## src/rtl/hd63701_xbus_pkg.sv

```systemverilog
// Shared definitions for the HD63701 external-bus arbiter.
package hd63701_xbus_pkg;

  typedef enum logic [1:0] {
    StMcu   = 2'd0,
    StHostA = 2'd1,
    StHostD = 2'd2
  } xbus_state_e;

  // Upper address nibble of the internal-ROM shadow region.
  localparam logic [3:0] WP_REGION = 4'hF;

  localparam int unsigned DEFAULT_MCU_SLOTS = 4;

endpackage

```

## src/rtl/hd63701_sat_cnt.sv

```systemverilog
// Saturating counter: synchronous clear (priority), increment on enable, async reset to MAX.
module hd63701_sat_cnt #(
  parameter int unsigned MAX = 4,
  parameter int unsigned W   = (MAX < 1) ? 1 : $clog2(MAX + 1)
) (
  input  logic clk,
  input  logic rst,
  input  logic inc,
  input  logic clr,
  output logic sat
);

  localparam logic [W-1:0] MaxV = MAX[W-1:0];

  logic [W-1:0] cnt_q;

  // Count up to MAX and hold there; clear wins over increment.
  always_ff @(posedge clk or posedge rst) begin
    if (rst) begin
      cnt_q <= MaxV;
    end else if (clr) begin
      cnt_q <= '0;
    end else if (inc && (cnt_q != MaxV)) begin
      cnt_q <= cnt_q + 1'b1;
    end
  end

  assign sat = (cnt_q == MaxV);

endmodule

```

## src/rtl/hd63701_xbus_arb.sv

```systemverilog
// Arbiter sharing the HD63701 external memory between the MCU core and a host.
// The core is held off through a registered clock enable; host grants are
// separated by at least MCU_SLOTS MCU-owned cycles.
// Optional macro HD63701_XBUS_WP_EN: block host writes to the 0xF... region
// and flag them with host_err.
module hd63701_xbus_arb
  import hd63701_xbus_pkg::*;
#(
  parameter int unsigned MCU_SLOTS = DEFAULT_MCU_SLOTS,
  parameter int unsigned AW        = 16
) (
  input  logic          mcu_clx2,
  input  logic          mcu_rst,
  input  logic [AW-1:0] mcu_ad,
  input  logic          mcu_wr,
  input  logic [7:0]    mcu_do,
  output logic [7:0]    mcu_di,
  output logic          mcu_ce,
  input  logic          host_req,
  input  logic          host_wr,
  input  logic [AW-1:0] host_ad,
  input  logic [7:0]    host_wdata,
  output logic          host_ack,
  output logic [7:0]    host_rdata,
  output logic          host_err,
  output logic [AW-1:0] mem_ad,
  output logic          mem_wr,
  output logic [7:0]    mem_wdata,
  input  logic [7:0]    mem_rdata
);

  xbus_state_e state_q, state_d;
  logic        ce_q;
  logic        ack_q;
  logic [7:0]  rdata_q;
  logic [7:0]  shadow_q;
  logic        gap_sat;
  logic        grant;
  logic        wp_block;

  assign grant = (state_q == StMcu) && host_req && gap_sat;

  hd63701_sat_cnt #(
    .MAX (MCU_SLOTS)
  ) u_gap (
    .clk (mcu_clx2),
    .rst (mcu_rst),
    .inc (state_q == StMcu),
    .clr (grant),
    .sat (gap_sat)
  );

`ifdef HD63701_XBUS_WP_EN
  logic err_q;

  assign wp_block = host_wr && (host_ad[AW-1:AW-4] == WP_REGION);

  // Error flag rides alongside the ack pulse.
  always_ff @(posedge mcu_clx2 or posedge mcu_rst) begin
    if (mcu_rst) begin
      err_q <= 1'b0;
    end else begin
      err_q <= (state_q == StHostD) && wp_block;
    end
  end

  assign host_err = err_q;
`else
  assign wp_block = 1'b0;
  assign host_err = 1'b0;
`endif

  // Next state and memory bus steering.
  always_comb begin
    state_d   = state_q;
    mem_ad    = mcu_ad;
    mem_wr    = mcu_wr;
    mem_wdata = mcu_do;
    mcu_di    = mem_rdata;
    unique case (state_q)
      StMcu: begin
        if (grant) state_d = StHostA;
      end
      StHostA: begin
        mem_ad    = host_ad;
        mem_wr    = host_wr && !wp_block;
        mem_wdata = host_wdata;
        mcu_di    = shadow_q;
        state_d   = StHostD;
      end
      StHostD: begin
        mem_ad    = host_ad;
        mem_wr    = 1'b0;
        mem_wdata = host_wdata;
        mcu_di    = shadow_q;
        state_d   = StMcu;
      end
      default: state_d = StMcu;
    endcase
  end

  // State, clock enable, ack pulse, host read data and MCU read-data shadow.
  always_ff @(posedge mcu_clx2 or posedge mcu_rst) begin
    if (mcu_rst) begin
      state_q  <= StMcu;
      ce_q     <= 1'b1;
      ack_q    <= 1'b0;
      rdata_q  <= 8'h00;
      shadow_q <= 8'h00;
    end else begin
      state_q <= state_d;
      ack_q   <= 1'b0;
      // Keep the last MCU read visible while the host owns the bus.
      if (state_q == StMcu) shadow_q <= mem_rdata;
      if (grant) ce_q <= 1'b0;
      if (state_q == StHostD) begin
        ack_q <= 1'b1;
        ce_q  <= 1'b1;
        if (!host_wr) rdata_q <= mem_rdata;
      end
    end
  end

  assign mcu_ce     = ce_q;
  assign host_ack   = ack_q;
  assign host_rdata = rdata_q;

endmodule

```

## config.mk

```make
export PLATFORM = sky130hd
export DESIGN_NAME = hd63701_xbus_arb
export DESIGN_NICKNAME = d
export VERILOG_FILES = /design/src/rtl/hd63701_xbus_pkg.sv /design/src/rtl/hd63701_sat_cnt.sv /design/src/rtl/hd63701_xbus_arb.sv
export SDC_FILE = /design/constraint.sdc
export NUM_CORES = 1
export LEC_CHECK = 0
export ABC_CLOCK_PERIOD_IN_PS = 3000
export CAP_MARGIN = 20
export CORE_UTILIZATION = 39
export DETAILED_ROUTE_END_ITERATION = 6
export PLACE_DENSITY = 0.88
export SLEW_MARGIN = 20
export SYNTH_ARGS = -nofsm -noshare
export SYNTH_HDL_FRONTEND = slang
export SYNTH_SLANG_ARGS = --single-unit
```

## constraint.sdc

```tcl
create_clock -name mcu_clx2 -period 3 [get_ports mcu_clx2]
set_clock_uncertainty 0.2 [all_clocks]
set_input_delay 0.6 -clock mcu_clx2 [delete_from_list [all_inputs] [get_ports mcu_clx2]]
set_output_delay 0.6 -clock mcu_clx2 [all_outputs]
set_load 0.05 [all_outputs]
```

======== After elaboration in Yosys (flattened, before gate mapping) ========
Cells that the tools add are included.
cells by class
  $mul .................................... 0
  add/sub/neg operators ................... 1
  $lt $le $gt $ge ......................... 0
  shifts and indexed selects .............. 0
  bitwise gates (word level) .............. 1
  div/mod/pow operators ................... 0
  eq/ne operators ......................... 5
  multiplexer cells ....................... 11
  reductions and logical operators ........ 8
operators by type and width
  kind                                           number
  two-way mux 16 bit                             1
  two-way mux 8 bit                              2
  two-way mux 3 bit                              2
  case mux 2 bit (2 select lines)                1
  nonzero test 2 bit                             2
  adder 3 x 1 -> 3 bit, second input constant    1
  == test 3 bit, second input constant           1
  logical AND 1 bit                              3
  two-way mux 1 bit                              3
  != test 3 bit, second input constant           1
  == test 2 x 1 -> 1 bit, second input constant  1
  == test 2 bit, second input constant           1
  logical NOT 2 bit                              1
  two-way mux 2 bit                              1
  != test 2 bit, second input constant           1
  case mux 1 bit (2 select lines)                1
  AND reduction 2 bit                            1
  OR reduction 2 bit                             1
  NOT 1 bit                                      1
word-level totals
  memory bits (read-only) ................. 0
  memories ................................ 0
  output and inout port bits .............. 44
  input port bits ......................... 61
  register bits after elaboration ......... 23
  bits in latches ......................... 0
  bits in writable memories ............... 0

======== Depth between registers and ports, before layout ========
  depth in word-level cells ............... 5
  mapped depth ............................ 6
  gate-level depth less buffers ........... 5

======== Hierarchy ========
From an unflattened synthesis, not the netlist that was laid out.
unflattened totals
  cell total of the unflattened synthesis .. 113
  area, all modules ....................... 1607.8 sq um
modules (own cells, without submodules)
  module            area an instance (sq um)  cells each  sequential area each (sq um)  instances
  hd63701_xbus_arb  1405.1                    94          501.7                         1
  hd63701_sat_cnt   202.7                     19          76.3                          1

======== Worst setup path before layout ========
No wires, ideal clock.
  path kind ............................... flip-flop to output port
  from .................................... register state_q[0]
  to ...................................... output port mem_wr
  slack ................................... 0.070 ns
  path buffers ............................ 2
  stages on the path, launching flop included .. 6
  data required time ...................... 2.200 ns
  data arrival time ....................... 2.130 ns
  cells stage by stage .................... dfrtp_1 -> inv_1 -> ha_1 -> buf_6 -> buf_12 -> o21ai_0
on the way
  longest elaborated chain between the ends .. 2
RTL lines
  element                                                  RTL line                 RTL
  start: declaration                                       hd63701_xbus_arb.sv:32   xbus_state_e state_q, state_d;
  start signal: assignment                                 hd63701_xbus_arb.sv:105  state_q <= StMcu;
  start signal: assignment                                 hd63701_xbus_arb.sv:111  state_q <= state_d;
  == test 2 bit or == test 2 x 1 -> 1 bit (tied branches)  hd63701_xbus_arb.sv:80   unique case (state_q)
  case mux 1 bit (2 select lines) *                        hd63701_xbus_arb.sv:80
  end: declaration                                         hd63701_xbus_arb.sv:27   output logic mem_wr,
Every way passes the cells marked *; elsewhere a longest branch is shown, timed or not.

======== Worst setup path after layout ========
  from .................................... register state_q[0]
  to ...................................... output port mem_ad[15]
on the way
  longest elaborated chain between the ends .. 3
RTL lines
  element                                                  RTL line                RTL
  == test 2 bit or == test 2 x 1 -> 1 bit (tied branches)  hd63701_xbus_arb.sv:80
  OR reduction 2 bit (no source line) *                    -
  two-way mux 16 bit *                                     hd63701_xbus_arb.sv:80
  end: declaration                                         hd63701_xbus_arb.sv:26  output logic [AW-1:0] mem_ad,
Marked as above.

==> impl_metrics.ini <==
[setup_path]
critPathRequiredTime_ns = 2.20
worstSetupPathType = reg2out
cp.arrival_ns = 1.99
cp_max_fo = 19
timing.reg2reg.setup_slack_ns = 1.31
crit_path_end_kind = output port
cp-start-kind = flop

[finish]
fin_util_pct = 77.50
diodes = 0
fin_area_um2 = 2944
fin_nets = 283
area_delta_synth_final_pct = 83.68
drive_gt1_share_pct = 45.33
fillers = 225

[placed_design]
dp_hpwl_um = 3681
placed_area_um2 = 2898
numPortBuffers = 103
place.gp.congestion = 0.6431

[yosys]
synth.distinct_cells = 21
synthesis.area_um2 = 1603
yosys.area.top_type_share_pct = 33.72
ys_seq_area_share_pct = 36.07
synth-async-reset-ratio_pct = 100.0
syn_inst = 111
yosys_warnings = 0
yosys-top-cells-count = mux2_4, dfrtp_1, mux2_2
synth_fp_nets = 179
synth_most_common_cell = mux2_4
avgSynthCellArea_um2 = 14.44
yosysTopAreaCell = mux2_4
synth_enable_flop_cells = 0
ys_seq_elements = 23
synth_area_leaders = mux2_4, dfrtp_1, mux2_2
synthFlopType = dfrtp_1

[clocking]
clk_pin_slew_ns = 0.08
ctsResizeCount = 0
cts_hold_buf = 0
cts_setup_buffers = 0
clock_sinks = 23
insertion_delay_ns = 0.27
clockBufferDepth = 2
cts_tree = built
htree_levels = 1
cts_made_buffers = 3
root_buffer = clkbuf_8

[hold_path]
min_path_type = reg2reg

[timing]
max_freq_ghz = 0.3589
max_slew_margin_pct = 65.67
tns_ns = 0
fin_crit_ns = 2.787
setup-violations-final = 0
slew_violations = 0
rsz0062_at_grt = false
worst_pin_slew_ns = 0.5133
fin_crit_sh_pct = 92.89
hold_viol = 0

[floorplan]
die_h_um = 66.11
die-width_um = 66.11
io_pins = 105
core_um2 = 3799
rows = 22
design.die.area_um2 = 4370
initial_core_util_pct = 42.19

[run_status]
outcome = completed

[drt]
routed_via_density = 4.740
first_iter_violations = 23
vias = 1242
wl_um = 4534
wl_per_cell_um = 17.31
drc_errors = 0
drtPass1Iterations = 4
drtAntennaViolNets = 0

[grt]
first_global_vias = 1286
antenna_found_initial = 0
gr-usage-all-layers_pct = 21.49
grt_max_degree = 24
overflow = 0
grt_pass1_wl_um = 6768

[run]
drv_cap = 0
==> critical path, stage by stage, from the launching register on <==
cell and delay, ns:
dfrtp_1 0.40, inv_1 0.10, ha_2 0.33, buf_4 0.30
mux2_2 0.39, buf_4 0.19
==> metal layers <==
layer | wire [µm] | global-route usage, %
met4 | 80 | 7.181
met2 | 2418 | 38.27
met1 | 1721 | 23.90
met5 | 0 | 0
met3 | 312 | 6.897
==> cells in the final DEF (no fill, tap or decap), drive strengths merged <==
| cell | Yosys | routed |
|---|---|---|
| dfstp | 2 | 2 |
| clkdlybuf4s50 | 0 | 70 |
| and3 | 1 | 1 |
| a21o | 2 | 2 |
| dfrtp | 21 | 21 |
| nand3 | 2 | 2 |
| nand4 | 1 | 1 |
| ha | 7 | 7 |
| mux2i | 1 | 1 |
| o21ai | 4 | 4 |
| buf | 7 | 36 |
| mux2 | 51 | 51 |
| nand2 | 3 | 3 |
| nand2b | 1 | 1 |
| inv | 7 | 7 |
| clkinv | 0 | 1 |
| clkbuf | 0 | 3 |
| conb | 1 | 1 |
==> worst paths after layout <==
| kind | from | to | cells past startpoint |
|---|---|---|---|
| min in group asynchronous | mcu_rst | shadow_q[3] | 3 |
| setup / recovery | state_q[0] | mem_ad[15] | 5 |
| hold / removal | host_rdata[1] | host_rdata[1] | 1 |
| max in group asynchronous | mcu_rst | mcu_ce | 3 |
| hold reg to reg | host_rdata[1] | host_rdata[1] | 1 |
| setup reg to reg | state_q[0] | state_q[0] | 4 |
==> registers in the layout, summed over array words and instances, names as in the netlist <==
signal,flops
host_ack,1
host_rdata,8
mcu_ce,1
shadow_q,8
state_q,2
u_gap.cnt_q,3
==> through the flow <==
stage / worst slack, ns / std cells / hold slack [ns]
after global routing: 0.1321 / 262 / 0.3400
after CTS: 0.2148 / 262 / 0.3149
final: 0.2134 / 262 / 0.3144
after detailed placement: 0.5164 / 258 / 0.2980
after floorplan: 0.07037 / 111 / 0.2750
after global placement: 0.5744 / 258 / 0.2893
==> final cells by class <==
class / count / area [µm²] / share of cell area, %
timing repair buffer: 106 / 1334 / 45.30
clock buffer: 3 / 41.29 / 1.402
clock inverter: 1 / 5.005 / 0.1700
multi-input combinational: 74 / 899.6 / 30.56
inverter: 7 / 26.28 / 0.8925
sequential: 23 / 578.1 / 19.63
tap: 48 / 60.06 / 2.040
==> cell families (layout without fill, tap and decap cells) <==
family	after synthesis	in the layout	synth area share [%]
flip-flops	23	23	36.07
multiplexers	52	52	44.89
AND/OR/NAND/NOR	8	8	2.967
buffers and inverters	14	117	7.962
adder cells (fa/ha/maj)	7	7	5.464
other	1	1	0.2340
AO/OA/AOI/OAI	6	6	2.420
Power is not shown: default switching activity piles up to over one toggle a cycle in this logic, so the estimate is an artifact.
